$ cat config.mk
export PLATFORM = sky130hd
export DESIGN_NAME = seq_mux_scan
export DESIGN_NICKNAME = d
export VERILOG_FILES = /design/src/rtl/seq_mux_scan.sv
export SDC_FILE = /design/constraint.sdc
export NUM_CORES = 1
export LEC_CHECK = 0
export ABC_AREA = 0
export CAP_MARGIN = 40
export CORE_ASPECT_RATIO = 0.75
export CORE_MARGIN = 10
export CORE_UTILIZATION = 43
export DETAILED_ROUTE_END_ITERATION = 7
export GPL_ROUTABILITY_DRIVEN = 0
export GPL_TIMING_DRIVEN = 1
export PLACE_DENSITY = 0.88
export RECOVER_POWER = 50
export SYNTH_ARGS = -nofsm -noshare
export SYNTH_HDL_FRONTEND = slang
export SYNTH_SLANG_ARGS = --single-unit
$ cat constraint.sdc
create_clock -name clk -period 5.3 [get_ports clk]
set_input_delay 1.59 -clock clk [delete_from_list [all_inputs] [get_ports clk]]
set_output_delay 1.59 -clock clk [all_outputs]
set_load 0.01 [all_outputs]
$ cat src/rtl/seq_mux_scan.sv
// Registered N-channel mux with select register, manual/scan modes,
// hold, and a blanking flag on every channel change.
//
// Ports:
//   clk, rst (sync, active-high)
//   din      : NCH packed channels, channel k at [k*WIDTH +: WIDTH]
//   mode     : 0 manual, 1 auto-scan
//   sel_in   : manual channel index
//   sel_load : load sel_in (strobe)
//   hold     : freeze all state
//   dout     : registered data of the pre-edge channel
//   sel_out  : select register
//   valid    : dout matches sel_out
//   sw_pulse : pulse the cycle after sel_out changes
//   err      : pulse after an out-of-range sel_load
module seq_mux_scan #(
  parameter int WIDTH = 8,
  parameter int NCH   = 8,
  parameter int SELW  = 3,
  parameter int DWELL = 4
) (
  input  logic               clk,
  input  logic               rst,
  input  logic [NCH*WIDTH-1:0] din,
  input  logic               mode,
  input  logic [SELW-1:0]    sel_in,
  input  logic               sel_load,
  input  logic               hold,
  output logic [WIDTH-1:0]   dout,
  output logic [SELW-1:0]    sel_out,
  output logic               valid,
  output logic               sw_pulse,
  output logic               err
);

  localparam int CW = (DWELL > 1) ? $clog2(DWELL) : 1;
  localparam logic [SELW:0]   NCH_L = (SELW+1)'(NCH);
  localparam logic [SELW-1:0] LAST  = SELW'(NCH - 1);
  localparam logic [CW-1:0]   CMAX  = CW'(DWELL - 1);

  typedef enum logic {
    MANUAL = 1'b0,
    SCAN   = 1'b1
  } state_t;

  state_t state_q;
  state_t state_d;

  logic [SELW-1:0]  sel_q;
  logic [SELW-1:0]  sel_d;
  logic [CW-1:0]    cnt_q;
  logic [CW-1:0]    cnt_d;
  logic [WIDTH-1:0] mux;
  logic             chg_q;
  logic             ld_ok;
  logic             ld_bad;

  assign ld_ok  = sel_load && ({1'b0, sel_in} < NCH_L);
  assign ld_bad = sel_load && !ld_ok;

  always_comb begin
    mux = '0;
    for (int k = 0; k < NCH; k++) begin
      if (sel_q == SELW'(k)) begin
        mux = din[k*WIDTH +: WIDTH];
      end
    end
  end

  always_ff @(posedge clk) begin
    if (rst) begin
      state_q <= MANUAL;
    end else if (!hold) begin
      state_q <= state_d;
    end
  end

  always_comb begin
    state_d = mode ? SCAN : MANUAL;
    sel_d   = sel_q;
    cnt_d   = cnt_q;
    if (ld_ok) begin
      sel_d = sel_in;
      cnt_d = '0;
    end else if (!sel_load && state_q == SCAN
                 && state_d == SCAN) begin
      if (cnt_q == CMAX) begin
        cnt_d = '0;
        sel_d = (sel_q == LAST) ? '0
              : sel_q + SELW'(1);
      end else begin
        cnt_d = cnt_q + CW'(1);
      end
    end
    // Entering or staying in manual keeps the dwell count parked at 0.
    if (state_q != state_d || state_d == MANUAL) begin
      cnt_d = '0;
    end
  end

  always_ff @(posedge clk) begin
    if (rst) begin
      sel_q    <= '0;
      cnt_q    <= '0;
      dout     <= '0;
      valid    <= 1'b0;
      chg_q    <= 1'b0;
      sw_pulse <= 1'b0;
      err      <= 1'b0;
    end else if (!hold) begin
      sel_q    <= sel_d;
      cnt_q    <= cnt_d;
      dout     <= mux;
      // dout still carries the old channel on the change edge.
      valid    <= (sel_d == sel_q);
      chg_q    <= (sel_d != sel_q);
      sw_pulse <= chg_q;
      err      <= ld_bad;
    end
  end

  assign sel_out = sel_q;

endmodule

# ---- Word-level counts from Yosys, hierarchy flattened
# Index checks and enable logic that the tools add are counted.
dict set report classes {
  n_addsub 2
  n_eq_ne 11
  muxes 17
  n_bitwise 2
  n_reduce_logical 7
}
# op count
set op_table {}
lappend op_table {{8-bit two-way mux} 8}
lappend op_table {{3-bit equality test (second input constant)} 4}
lappend op_table {{3-bit two-way mux} 4}
lappend op_table {{2-bit two-way mux} 4}
lappend op_table {{3-bit by 2-bit equality test with 1-bit output (second input constant)} 2}
lappend op_table {{3-bit by 1-bit adder with 3-bit output (second input constant)} 1}
lappend op_table {{3-bit by 1-bit equality test with 1-bit output (second input constant)} 1}
lappend op_table {{3-bit equality test} 1}
lappend op_table {{3-bit logical NOT} 1}
lappend op_table {{3-bit != test} 1}
lappend op_table {{3-bit nonzero test} 1}
lappend op_table {{2-bit by 1-bit adder with 2-bit output (second input constant)} 1}
lappend op_table {{2-bit equality test (second input constant)} 1}
lappend op_table {{1-bit logical AND} 2}
lappend op_table {{1-bit NOT} 2}
lappend op_table {{2-bit AND reduction} 1}
lappend op_table {{1-bit logical NOT} 1}
lappend op_table {{1-bit logical OR} 1}
lappend op_table {{1-bit two-way mux} 1}
lappend op_table {{1-bit != test} 1}
dict set report word_totals {
  reg_bits 17
  in_bits 72
  out_inout_bits 14
  elab_cells 46
}

# ---- Longest topological paths before layout
dict set report logic_depth {
  ltp_word 9
  depth_mapped 8
  mapped_depth_nobuf 6
}

# ---- Least setup slack after synthesis
# Ideal clock, no wire load.
dict set report synth_path {
  path_kind {in2reg}
  startpoint {in hold}
  endpoint {reg state_q}
  setup_ns 0.129
  arrival_time_ns 2.429
  t_required_ns 5.171
  slack_ns 2.742
  cell_stages 5
  path_buffers 3
  cell_sequence {clkbuf_1 > buf_2 > buf_2 > mux2i_1 > nor2_1}
}
# item line
set synth_lines {}
lappend synth_lines {{start, declared} 28} ;# input logic hold,
lappend synth_lines {{end signal, assigned} 74} ;# state_q <= state_d;
lappend synth_lines {{end, declared} 46} ;# state_t state_q;

# ---- Final worst setup path
dict set report layout_path {
  startpoint {reg sel_q[2], in the netlist sel_out[2]}
  endpoint {out sel_out[2]}
}
# item line
set layout_lines {}
lappend layout_lines {{start, declared} 49} ;# logic [SELW-1:0] sel_q;
lappend layout_lines {{start signal, assigned} 111} ;# sel_q <= sel_d;
lappend layout_lines {{end, declared} 30} ;# output logic [SELW-1:0] sel_out,
# No word-level cell between the ends.

==> results.txt <==
----------------------------------------------------
[Pwr]
  Total power ... around 0.41 mW
  Maximum VDD drop ... 128 µV
  Leak ... 1.06 nW
  PwrDens ... 161 mW/mm²

[STA]
  Worst rel slew slack ... 0.395
  Setup total negative slack ... 0 ns
  Setup Skew ... between 0.002 and 0.0025 ns
  Upper clock frequency limit ... 0.311 GHz
  Transition time at the pin with the least slew margin ... 0.907 ns
  Number of failing setup endpoints in the final timing report ... 0
  Final cycle utilization of the critical path ... 0.606
  Final Critical Period ... 3.21 ns
  Worst Hold Slack ... 0.464 ns
  Setup repair after global routing missed its margin ... no
  Fin. max-slew vios ... 0
  Number of hold-slack violations in the final timing report ... 0

[Routing]
  Iteration count of the initial detailed-routing pass ... 4
  Number of design rule violations left after detail routing ... 0
  Total detailed-routing wirelength ... 5860 µm
  Vias ... 1942
  DR iter-0 viols ... 149
  Average routed wire per standard cell ... roughly 16 µm
  Detail-routed via count per cell ... 5.41
  Antenna Violating Nets Remaining ... 0

[Global route]
  Number of antenna violations at the first check in global routing ... 0
  Global Route Usage Sum ... 0.167
  Global route overflow ... 0
  Vias in the first global route ... 1845
  Wire length of the first global-routing pass ... ~9300 µm
  Maximum number of pins on one net before global-route repair ... 34

[Setup path]
  Number of buffer and inverter stages on the critical path ... 1
  Crit-path leading delay family ... flip-flops
  Cells along the critical path ... clkdlybuf4s50_1
  Critical Path End Type ... output port
  Max Fanout on Critical Path ... 18
  Type of the setup path with the least slack ... reg -> out
  Number of gates on the worst path with buffers counted ... 1
  Slowest cell delay on critical path ... approximately 0.70 ns
  Slowest library cell on the worst path ... sky130_fd_sc_hd__dfxtp_1
  Logic depth of the worst register-to-register path ... 6
  Endpoint required time on the critical path ... 3.71 ns
  Arr. time, crit path ... 1.62 ns
  Worst Setup Start Kind ... flop

[Die]
  I/O pin count ... 86
  Die area ... a little under 0.007 mm²
  Die Y-Extent ... between 70 and 80 µm
  Die X ... 91.7 µm
  Total number of placement rows ... 19
  Initial cell density of the core ... 0.450
  Core Footprint ... 0.00368 mm²

[Clocking]
  Worst-skew pair later-pin latency ... 0.26 ns
  Number of resized instances in the post-cts repair step ... 0
  Clock tree from TritonCTS ... done
  Total clock buffers created by CTS ... 3
  Hold Buf Count CTS ... 0
  Htree depth ... 1
  Sinks on Clock Net ... 17
  CTS Root Cell ... sky130_fd_sc_hd__clkbuf_8
  Max Buffers Root-to-Sink ... 2
  Post-CTS setup buffer count ... 0
  Reg clk slew, reported paths ... roughly 0.070 ns

[Yosys]
  Count of synthesis-stage warnings from yosys ... 0
  Count of different cell masters after synthesis ... 40
  Area of the mapped netlist ... 0.00166 mm²
  Total of flip-flops plus latches after synthesis ... 17
  Asr flop ratio synth ... 0
  Net Count, Synth ... 317
  Sequential element share of the synthesized area ... 0.205
  Leading register cell type out of synthesis ... sky130_fd_sc_hd__dfxtp_1
  Mean Syn Cell Area ... approximately 7.0 µm²
  Post-synth EDFFs ... 0
  Number of instances in the synthesized netlist ... between 200 and 250

[Finish]
  Fraction of layout cells with a size suffix above 1 ... 0.0293
  Inserted Diodes ... 0
  Layout area overhead ... 51.6%
  Final-stage net count ... between 300 and 400
  Commonest cells after routing, fill and taps aside ... sky130_fd_sc_hd__clkdlybuf4s50_1 (73), sky130_fd_sc_hd__a21oi_1 (42), sky130_fd_sc_hd__inv_1 (28)
  Commonest non-fill, non-tap cell in the layout ... sky130_fd_sc_hd__clkdlybuf4s50_1

[Place]
  Number of port buffers ... between 80 and 90
  Estimated wirelength of the detail-placed design ... 4490 µm

[Outcome]
  Status ... complete, no violations

[Worst hold path]
  Type of the tightest min-delay check ... reg -> reg
  Number of cells on the worst hold path ... 2

[Run]
  Max Cap Viol ... 0

----------------------------------------------------
## metrics by stage
step / util / area [µm²] / worst slack [ns] / instances
after CTS: 0.683 / 2510 / 2.11 / 359
after global routing: 0.683 / 2510 / 2.05 / 359
final: 0.683 / 2510 / 2.09 / 359
after detailed placement: 0.670 / 2470 / 1.89 / 355
after global placement: 0.670 / 2470 / 1.93 / 355
after floorplan: - / 1660 / 2.74 / 238
## final cells by class
type | count | area (µm²)
clock buffer | 4 | 45.0
fill | 321 | 1170
inverter | 28 | 105
multi-input combinational | 172 | 1100
sequential | 17 | 340
tap | 52 | 65.1
timing repair buffer | 86 | 856
## cell families after synthesis
| logic type | synth area share |
|---|---|
| AND/OR/NAND/NOR | 0.208 |
| multiplexers | 0.0121 |
| buffers and inverters | 0.130 |
| XOR/XNOR | 0.0106 |
| flip-flops | 0.205 |
| other | 0.00226 |
| adder cells (fa/ha/maj) | 0.0528 |
| AO/OA/AOI/OAI | 0.379 |
## where the power goes
group / switching (mW) / leakage [nW] / internal [mW]
Clock: 0.0457 / 0.0228 / 0.0535
Sequential: 0.00713 / 0.140 / 0.137
Combinational: 0.0673 / 0.897 / 0.0951
## cells in the mapped netlist, drive strengths merged, types with 2 or more instances
library cell / number / area share
clkbuf: 7 / 0.016
o211ai: 6 / 0.027
o31a: 3 / 0.016
xor2: 2 / 0.011
a21oi: 42 / 0.13
a221oi: 7 / 0.044
buf: 14 / 0.051
mux2i: 2 / 0.012
nor3: 2 / 0.0060
nor2: 15 / 0.034
dfxtp: 17 / 0.21
a211oi: 4 / 0.021
o22ai: 4 / 0.015
inv: 28 / 0.063
a2bb2oi: 2 / 0.011
nor2b: 7 / 0.026
nand3b: 13 / 0.059
and2: 3 / 0.011
nand2: 15 / 0.034
o31ai: 2 / 0.0090
o21ai: 10 / 0.030
ha: 7 / 0.053
a21o: 7 / 0.032
and3: 5 / 0.019
a211o: 3 / 0.016
## flip-flops by register name, summed over array words and instances, names as in the netlist
| signal | cells |
|---|---|
| chg_q | 1 |
| sel_out | 3 |
| dout | 8 |
| sw_pulse | 1 |
| cnt_q | 2 |
| valid | 1 |
| state_q | 1 |
## metal layers
| layer | track usage | routed length, µm | part of all wire | vias to the layer above |
|---|---|---|---|---|
| met4 | 0.0256 | 29 | 0.0049 | 0 |
| li1 | - | - | - | 972 |
| met3 | 0.0468 | 407 | 0.069 | 4 |
| met1 | 0.210 | 2630 | 0.45 | 888 |
| met2 | 0.282 | 2790 | 0.48 | 78 |
| met5 | 0 | 0 | 0 | - |
## worst paths after layout
path	start	to	slack, ns
setup / recovery	sel_out[2]$_SDFFE_PP0N_	sel_out[2]	2.09
hold / removal	dout[4]$_SDFFE_PP0N_	dout[4]$_SDFFE_PP0N_	0.46
setup reg to reg	sel_out[2]$_SDFFE_PP0N_	dout[4]$_SDFFE_PP0N_	2.68
hold reg to reg	dout[4]$_SDFFE_PP0N_	dout[4]$_SDFFE_PP0N_	0.46
No activity file was read; power rests on OpenSTA's default activity.
